[src/rtl/control_ajuste_if.sv]
// control_ajuste_if: button levels in, field-adjust pulses out, between the
// button synchronizers (master) and the adjustment sequencer (slave).
interface control_ajuste_if #(parameter int NUM_CAMPOS = 3);
  localparam int CW = $clog2(NUM_CAMPOS);
  logic enable, btn_up, btn_down, btn_left, btn_right;
  logic [CW-1:0] campo;
  logic suma, resta, cambio;
  modport master(output enable, btn_up, btn_down, btn_left, btn_right,
                 input campo, suma, resta, cambio);
  modport slave(input enable, btn_up, btn_down, btn_left, btn_right,
                output campo, suma, resta, cambio);
endinterface

[src/rtl/control_ajuste.sv]
// control_ajuste: turns up/down/left/right levels into inc/dec pulses with
// hold-to-repeat, and steps the selected field index on left/right.
module control_ajuste #(
  parameter int NUM_CAMPOS    = 3,
  parameter int CNT_W         = 26,
  parameter int HOLD_CYCLES   = 25_000_000,
  parameter int REPEAT_CYCLES = 5_000_000
) (
  input logic clk,
  input logic reset,
  control_ajuste_if.slave bus
);
  localparam int CW = $clog2(NUM_CAMPOS);
  localparam logic [CNT_W-1:0] HOLD_T = CNT_W'(HOLD_CYCLES - 1);
  localparam logic [CNT_W-1:0] REP_T  = CNT_W'(REPEAT_CYCLES - 1);
  localparam logic [CW-1:0]    LAST   = CW'(NUM_CAMPOS - 1);
  typedef enum logic [1:0] {IDLE, ESPERA_HOLD, REPETIR, ESPERA_SUELTA} state_t;
  typedef enum logic [1:0] {UP, DOWN, LEFT, RIGHT} cmd_t;
  state_t state;
  cmd_t cmd;
  logic [CNT_W-1:0] cnt;
  logic held, any;
  // only UP/DOWN ever reach the hold states, so the latched button is one of these two
  assign held = (cmd == UP) ? bus.btn_up : bus.btn_down;
  assign any  = bus.btn_up | bus.btn_down | bus.btn_left | bus.btn_right;
  always_ff @(posedge clk or posedge reset) begin
    if (reset) begin
      state     <= IDLE;
      cmd       <= UP;
      cnt       <= '0;
      bus.campo <= '0;
      bus.suma  <= 1'b0;
      bus.resta <= 1'b0;
      bus.cambio <= 1'b0;
    end else begin
      bus.suma   <= 1'b0;
      bus.resta  <= 1'b0;
      bus.cambio <= 1'b0;
      if (!bus.enable) begin
        state <= IDLE;
        cnt   <= '0;
      end else begin
        case (state)
          IDLE: begin
            if (bus.btn_up) begin
              cmd <= UP;
              bus.suma <= 1'b1;
              cnt <= '0;
              state <= ESPERA_HOLD;
            end else if (bus.btn_down) begin
              cmd <= DOWN;
              bus.resta <= 1'b1;
              cnt <= '0;
              state <= ESPERA_HOLD;
            end else if (bus.btn_left) begin
              cmd <= LEFT;
              bus.campo <= (bus.campo == '0) ? LAST : bus.campo - 1'b1;
              bus.cambio <= 1'b1;
              state <= ESPERA_SUELTA;
            end else if (bus.btn_right) begin
              cmd <= RIGHT;
              bus.campo <= (bus.campo == LAST) ? '0 : bus.campo + 1'b1;
              bus.cambio <= 1'b1;
              state <= ESPERA_SUELTA;
            end
          end
          ESPERA_HOLD: begin
            if (!held) state <= ESPERA_SUELTA;
            else if (cnt == HOLD_T) begin
              bus.suma  <= (cmd == UP);
              bus.resta <= (cmd == DOWN);
              cnt <= '0;
              state <= REPETIR;
            end else cnt <= cnt + 1'b1;
          end
          REPETIR: begin
            if (!held) state <= ESPERA_SUELTA;
            else if (cnt == REP_T) begin
              bus.suma  <= (cmd == UP);
              bus.resta <= (cmd == DOWN);
              cnt <= '0;
            end else cnt <= cnt + 1'b1;
          end
          ESPERA_SUELTA: state <= any ? ESPERA_SUELTA : IDLE;
          default: state <= IDLE;
        endcase
      end
    end
  end
endmodule

[src/flat_wrapper.sv]
// flat-port wrapper written by rule: the top's interface ports become plain ports
module control_ajuste_flat 
#(
  parameter int NUM_CAMPOS    = 3,
  parameter int CNT_W         = 26,
  parameter int HOLD_CYCLES   = 25_000_000,
  parameter int REPEAT_CYCLES = 5_000_000
)
  (clk, reset, bus_enable, bus_btn_up, bus_btn_down, bus_btn_left, bus_btn_right, bus_campo, bus_suma, bus_resta, bus_cambio);
  control_ajuste_if #(.NUM_CAMPOS(NUM_CAMPOS)) bus_i ();
  input logic clk;
  input logic reset;
  input wire logic [$bits(bus_i.enable)-1:0] bus_enable;
  input wire logic [$bits(bus_i.btn_up)-1:0] bus_btn_up;
  input wire logic [$bits(bus_i.btn_down)-1:0] bus_btn_down;
  input wire logic [$bits(bus_i.btn_left)-1:0] bus_btn_left;
  input wire logic [$bits(bus_i.btn_right)-1:0] bus_btn_right;
  output wire logic [$bits(bus_i.campo)-1:0] bus_campo;
  output wire logic [$bits(bus_i.suma)-1:0] bus_suma;
  output wire logic [$bits(bus_i.resta)-1:0] bus_resta;
  output wire logic [$bits(bus_i.cambio)-1:0] bus_cambio;
  assign bus_i.enable = bus_enable;
  assign bus_i.btn_up = bus_btn_up;
  assign bus_i.btn_down = bus_btn_down;
  assign bus_i.btn_left = bus_btn_left;
  assign bus_i.btn_right = bus_btn_right;
  assign bus_campo = bus_i.campo;
  assign bus_suma = bus_i.suma;
  assign bus_resta = bus_i.resta;
  assign bus_cambio = bus_i.cambio;
  control_ajuste #(.NUM_CAMPOS(NUM_CAMPOS), .CNT_W(CNT_W), .HOLD_CYCLES(HOLD_CYCLES), .REPEAT_CYCLES(REPEAT_CYCLES)) u_core (.clk(clk), .reset(reset), .bus(bus_i));
endmodule
[config.mk]
export PLATFORM = sky130hd
export DESIGN_NAME = control_ajuste_flat
export DESIGN_NICKNAME = d
export VERILOG_FILES = /design/src/rtl/control_ajuste_if.sv /design/src/rtl/control_ajuste.sv /design/src/flat_wrapper.sv
export SDC_FILE = /design/constraint.sdc
export NUM_CORES = 1
export LEC_CHECK = 0
export CAP_MARGIN = 40
export CORE_ASPECT_RATIO = 0.8
export CORE_MARGIN = 4
export CORE_UTILIZATION = 35
export CTS_CLUSTER_SIZE = 40
export DETAILED_ROUTE_END_ITERATION = 7
export SLEW_MARGIN = 20
export SYNTH_ARGS = -nofsm -noshare
export SYNTH_HDL_FRONTEND = slang
export SYNTH_SLANG_ARGS = --single-unit
[constraint.sdc]
create_clock -name clk -period 7.12 [get_ports clk]
set_clock_uncertainty 0.1 [all_clocks]
set_input_delay 1.424 -clock clk [delete_from_list [all_inputs] [get_ports clk]]
set_output_delay 1.424 -clock clk [all_outputs]
set_load 0.02 [all_outputs]
==> results of run 1 <==
[worst paths after layout]
path | cells past startpoint | end | slack, ns
setup / recovery | 7 | u_core.cnt[0] | 3.74
hold / removal | 1 | u_core.cmd[1] | 0.44
min in group asynchronous | 3 | u_core.bus.resta | 1.44
max in group asynchronous | 3 | u_core.cnt[19] | 5.15
setup reg to reg | 6 | u_core.cnt[5] | 4.35
hold reg to reg | 1 | u_core.cmd[1] | 0.44
[report_power, final]
group	switching (mW)	internal [mW]	leakage, nW	total [mW]
combinational	0.170	0.121	0.531	0.291
clock	0.0683	0.0652	0.0371	0.134
sequential	0.0188	0.221	0.477	0.240
total	0.257	0.407	1.05	0.664
[cells in the final DEF, fill, tap and decap left out, drive strengths merged, types with 3 or more instances in the layout]
master         instances
or4                    7
nand2                 22
a21o                   9
xnor2                  7
clkbuf                 6
buf                    3
nand3                 14
a21oi                  7
nand4                  9
mux2i                  4
inv                   15
a22o                   9
nor2                  30
mux2                   3
ha                     8
nor2b                  5
dfrtp                 35
o21ai                 12
nor3                  14
clkdlybuf4s50         11
[sequential cells by signal (all words and copies together) (netlist names)]
signal / count
u_core.bus.cambio: 1
u_core.state: 2
u_core.cmd: 2
u_core.cnt: 26
u_core.bus.resta: 1
u_core.bus.campo: 2
u_core.bus.suma: 1
[worst reg2reg max path: stages (launching register included)]
cell and delay (ns):
dfrtp_1 0.45, or4_1 0.54, or4_4 0.43, o21ai_2 0.14
a21o_1 0.38, nor2_1 0.28, a221o_1 0.34
[logic make-up after synthesis]
kind of cell    count (synthesis)  synth area share
fa+ha+maj                       8           0.04659
mux                             7           0.03436
buf+inv                        21           0.04543
compound gates                 50            0.1672
xor+xnor                        7           0.02854
simple gates                  114            0.2702
flops                          35            0.4077
[final cells by class]
class | instances | area share
multi-input combinational | 186 | 0.4868
clock buffer | 6 | 0.03007
sequential | 35 | 0.3629
inverter | 15 | 0.02333
tap | 81 | 0.04199
timing repair buffer | 14 | 0.05495
[per-stage QoR]
stage / power [mW] / hold slack [ns] / cells / cell area [sq um] / setup WS, ns
CTS: 0.6732 / 0.4447 / 337 / 2414 / 3.708
global route: 0.7203 / 0.4517 / 337 / 2414 / 3.510
detailed placement: 0.5382 / 0.4302 / 331 / 2341 / 3.408
global placement: 0.5304 / 0.4066 / 331 / 2341 / 3.440
floorplan: 0.4708 / 0.3840 / 242 / 2148 / 4.351
finish: 0.6645 / 0.4424 / 337 / 2414 / 3.737
[layer usage]
layer / vias to the layer above / track usage / part of all wire
met1: 858 / 0.2086 / 0.51
met2: 32 / 0.2054 / 0.43
met5: - / 0 / 0
li1: 903 / - / -
met4: 0 / 0.04261 / 0.013
met3: 7 / 0.02874 / 0.039
==> out/results.ini, run 1 <==
[yosys]
synth.area.top_cells = dfrtp_1 41%, nor2_1 5.1%, ha_1 4.7%
synth_top_flop_cell = dfrtp_1
synth_top_area_frac = 0.4077
synth_edf_count = 0
synth-seq-cells = 35
syn-instance-count = 242
synth.most_common_cell = dfrtp_1
yosys_warnings = 0
yosysSeqAreaShare = 0.4077
synth_area_leader_cell = dfrtp_1
synth.distinct_cells = 41
synth_common_cells = 35 x dfrtp_1, 29 x nor2_1, 22 x nand2_1
synthArstFlopShare = 1.000
synth.avg_cell_area_sq_um = 8.877
synthesis.area_sq_um = 2148
synth_nets = 257

[run_status]
status = finished clean

[finish]
fin_nets = 272
final_util = 0.4061
fill_cells = 616
antenna_cells = 0
multi_input_area_sq_um = 1175
regArea_sq_um = 875.8
syn_to_final_growth_pct = 12.35
layout-drive-gt1-share = 0.07031

[floorplanning]
fp.coreArea_sq_um = 5943
ioPinCount = 12
fp.dieH_um = 78.08
start_util = 0.3615
die-width_um = 95.60
dieArea_sq_um = 7464
rows = 25

[worst_setup_path]
critPathMaxStageDelay_ns = 0.61
critPathKind = in -> reg
critical_path.top_delay_family = buffers and inverters
end_kind = flip-flop
critPathArrivalTime_ns = 3.51
critical-path-slowest-cell = nor2_1
rr_startpoint = u_core.cnt[13]
startpoint = bus_btn_up
cp_num_buf_inv = 2
crit_fanout = 36
crit_path_frequent_cell = nor2_1
cp-start-kind = primary input
cp.required_ns = 7.25
crit_chain = clkdlybuf4s50_1, nor2_1, a21oi_1, o22ai_2, buf_4, nor2_1, mux2_2

[power_and_ir_drop]
power.density_nw_per_um2 = 275.3
vdd_ir_drop_max_v = 0.00006767
leakage_nw = 1.045

[placement]
dp_hpwl_um = 3344
port-buffer-count = 11
gp_congestion = 0.8043

[global_routing]
grtUsageTotal = 0.1409
grt_pass1_vias = 1729
grt_pass1_wl_um = 8342
globalRoute.totalOverflow = 0
antenna_found_initial = 0
grt_max_degree = 37

[timing]
tightestPinTransition_ns = 0.7278
hold_violations = 0
finalSetupViolations = 0
fmaxAchievable_mhz = 295.6
period_share = 0.4751
min_period_ns = 3.383
slew_headroom = 0.5130
tns_ns = 0
rsz0062_at_grt = false
drv_slew = 0

[clocking]
cts_max_level = 2
cts-root-buf = clkbuf_8
cts-buffers-inserted = 5
post_cts_buffers = 0
clkTransAtPathRegs_ns = 0.07
clk_latency_ns = 0.29
tritoncts = done
postCtsHoldBufs = 0
ctsResizeCount = 0
cts.sinks = 35
cts_buffer_depth = 2

[route]
viasPerCell = 5.341
wl_um = 4670
postRouteAntennaNets = 0
drc = 0
num_vias = 1800
drtIter0Drc = 121
avgRoutedWirePerCell_um = 13.86
drt_pass1_iterations = 4

[job]
cap_violations = 0

[worst_hold_path]
holdCritStartpoint = u_core.cmd[1]
min_path_type = reg -> reg

Power figures use the tool's default switching activity.
==> run 2, diff against run 1 <==
- clock period: 7.12 -> 3.5 ns (I/O delays scaled with it)
==> run 2 against run 1 <==
Sequential power increased by 100%. Clock-buffer cell count did not move. Via count rose by 0.67%. Sequential share of layout area decreased by 0.63 points. Die area unchanged. Combinational power grew 110%. Final cell count grew 1.5%. Non-clock buffer count is 3 higher. Largest cell class unchanged. Highest routed layer unchanged.
==> out/results.ini, run 2 (same netlist as run 1, synthesis figures left out) <==
[timing]
slew_headroom = 0.4698  ; was 0.5130
tns_ns = 0  ; unchanged
fmaxAchievable_mhz = 359.5
hold_violations = 0  ; unchanged
tightestPinTransition_ns = 0.7924  ; was 0.7278 ns
rsz0062_at_grt = false  ; unchanged
period_share = 0.7947
min_period_ns = 2.781
hold_ws_ns = 0.4408  ; was 0.4424 ns
drv_slew = 0  ; unchanged
finalSetupViolations = 0  ; unchanged

[power_and_ir_drop]
power.density_nw_per_um2 = 569.5  ; was 275.3 nW/um^2
leakage_nw = 1.066  ; was 1.045 nW
vdd_ir_drop_max_v = 0.0002242  ; was 0.00006767 V

[clocking]
tritoncts = done  ; unchanged
cts.sinks = 35  ; unchanged
clkTransAtPathRegs_ns = 0.08  ; was 0.07 ns
cts_buffer_depth = 2  ; unchanged
post_cts_buffers = 0  ; unchanged
clk_latency_ns = 0.30  ; was 0.29 ns
ctsResizeCount = 0  ; unchanged
cts-buffers-inserted = 5  ; unchanged
cts-root-buf = clkbuf_8  ; unchanged
postCtsHoldBufs = 0  ; unchanged
cts_max_level = 2  ; unchanged

[worst_hold_path]
min_path_type = reg -> reg  ; unchanged
holdCritStartpoint = u_core.cnt[1]  ; was u_core.cmd[1]
hold_depth = 2  ; was 1
whs_endpoint = u_core.cnt[1]  ; was u_core.cmd[1]

[floorplanning]
die-width_um = 95.60  ; unchanged
ioPinCount = 12  ; unchanged
start_util = 0.3615  ; unchanged
rows = 25  ; unchanged
fp.dieH_um = 78.08  ; unchanged
fp.coreArea_sq_um = 5943  ; unchanged
dieArea_sq_um = 7464  ; unchanged

[placement]
port-buffer-count = 11  ; unchanged
dp.cells = 334  ; was 331
gp_congestion = 0.7851  ; was 0.8043
placed_area_sq_um = 2371  ; was 2341 sq um
dp_hpwl_um = 3449  ; was 3344 um

[finish]
layout_commonest_cell = dfrtp_1  ; unchanged
layout-drive-gt1-share = 0.08812  ; was 0.07031
stdcell_count = 342  ; was 337
final_util = 0.4133  ; was 0.4061
fin_nets = 275  ; was 272
syn_to_final_growth_pct = 14.33  ; was 12.35%
antenna_cells = 0  ; unchanged
fin_area_sq_um = 2456  ; was 2414 sq um
final_cell_mix = 35 x dfrtp_1, 29 x nor2_1, 22 x nand2_1, 15 x inv_1  ; unchanged
fill_cells = 583  ; was 616
largest-register = u_core.cnt  ; unchanged
largest_reg_flops = 26  ; unchanged

[worst_setup_path]
crit_fanout = 11  ; was 36
cp-start-kind = flip-flop  ; was primary input
critPathArrivalTime_ns = 2.87  ; was 3.51 ns
crit_chain = or4_1, or4_4, o21ai_2, a21o_1, nor2_1, a221o_1  ; was clkdlybuf4s50_1, nor2_1, a21oi_1, o22ai_2, buf_4, nor2_1, mux2_2
r2r_end = u_core.cnt[5]  ; unchanged
critical_path.top_delay_family = simple AND/OR/NAND/NOR gates  ; was buffers and inverters
end_kind = flip-flop  ; unchanged
ff2ff_setup_slack_ns = 0.72  ; was 4.35 ns
critPathKind = reg -> reg  ; was in -> reg
cp_num_buf_inv = 0  ; was 2
reg2regPathDepth = 6  ; unchanged
critPathMaxStageDelay_ns = 0.53  ; was 0.61 ns
rr_startpoint = u_core.cnt[13]  ; unchanged
cp.required_ns = 3.59  ; was 7.25 ns
critical-path-slowest-cell = or4_1  ; was nor2_1

[route]
drtIter0Drc = 94  ; was 121
postRouteAntennaNets = 0  ; unchanged
avgRoutedWirePerCell_um = 14.01  ; was 13.86 um
wl_um = 4792  ; was 4670 um
drt_pass1_iterations = 4  ; unchanged
viasPerCell = 5.298  ; was 5.341
num_vias = 1812  ; was 1800
drc = 0  ; unchanged

[run_status]
status = finished clean  ; unchanged

[global_routing]
grt_max_degree = 25  ; was 37
globalRoute.totalOverflow = 0  ; unchanged
grtUsageTotal = 0.1424  ; was 0.1409
grt_pass1_wl_um = 8369  ; was 8342 um
antenna_found_initial = 0  ; unchanged
grt_pass1_vias = 1708  ; was 1729

[job]
cap_violations = 0  ; unchanged

## run 2: cell count changes in the layout (fill, tap and decap cells not counted)
cell	change
buf_8	+1
clkinvlp_4	+1
buf_4	+2
clkinv_2	+1
## run 2: how the worst max path moves through the flow
stage	endpoint	slack [ns]	cells after the start	start
finish	u_core.cnt[5]	0.72	6	u_core.cnt[13]
global route	u_core.cnt[2]	0.55	7	u_core.cnt[0]
CTS	u_core.cnt[5]	0.73	6	u_core.cnt[13]
detailed placement	u_core.cnt[2]	0.54	7	bus_btn_down
global placement	u_core.cnt[0]	0.59	7	bus_btn_up
floorplan	u_core.cnt[12]	1.23	7	u_core.cnt[13]
## run 2: layout make-up
| cell class | count | area [sq um] | area share |
|---|---|---|---|
| Sequential cell | 35 | 875.8 | 0.3566 |
| Tap cell | 81 | 101.3 | 0.04126 |
| Clock inverter | 2 | 12.51 | 0.005094 |
| Timing Repair Buffer | 17 | 162.7 | 0.06623 |
| Inverter | 15 | 56.30 | 0.02292 |
| Clock buffer | 6 | 72.57 | 0.02955 |
| Multi-Input combinational cell | 186 | 1175 | 0.4783 |
## run 2: tightest hold or removal path, cell delays in order (launching register included)
cell	delay [ns]
dfrtp_1	0.39
nand2_1	0.06
o21ai_0	0.06
## run 2: power by group
part           internal (mW)  switching [mW]  leakage [nW]
sequential             0.449          0.0401         0.477
clock                  0.139           0.158        0.0412
combinational          0.258           0.354         0.548
## run 2: stage by stage
step / worst slack [ns] / power, mW
floorplan: 1.230 / 0.9577
global placement: 0.5871 / 1.097
CTS: 0.7303 / 1.410
global route: 0.5481 / 1.515
finish: 0.7186 / 1.399
detailed placement: 0.5444 / 1.112
## run 2: layer usage
metal	part of all wire	vias to the layer above	GRT usage
met4	0.0098	0	0.03267
met1	0.53	871	0.2067
met2	0.43	25	0.2130
li1	-	911	-
met3	0.035	5	0.03544
met5	0	-	0
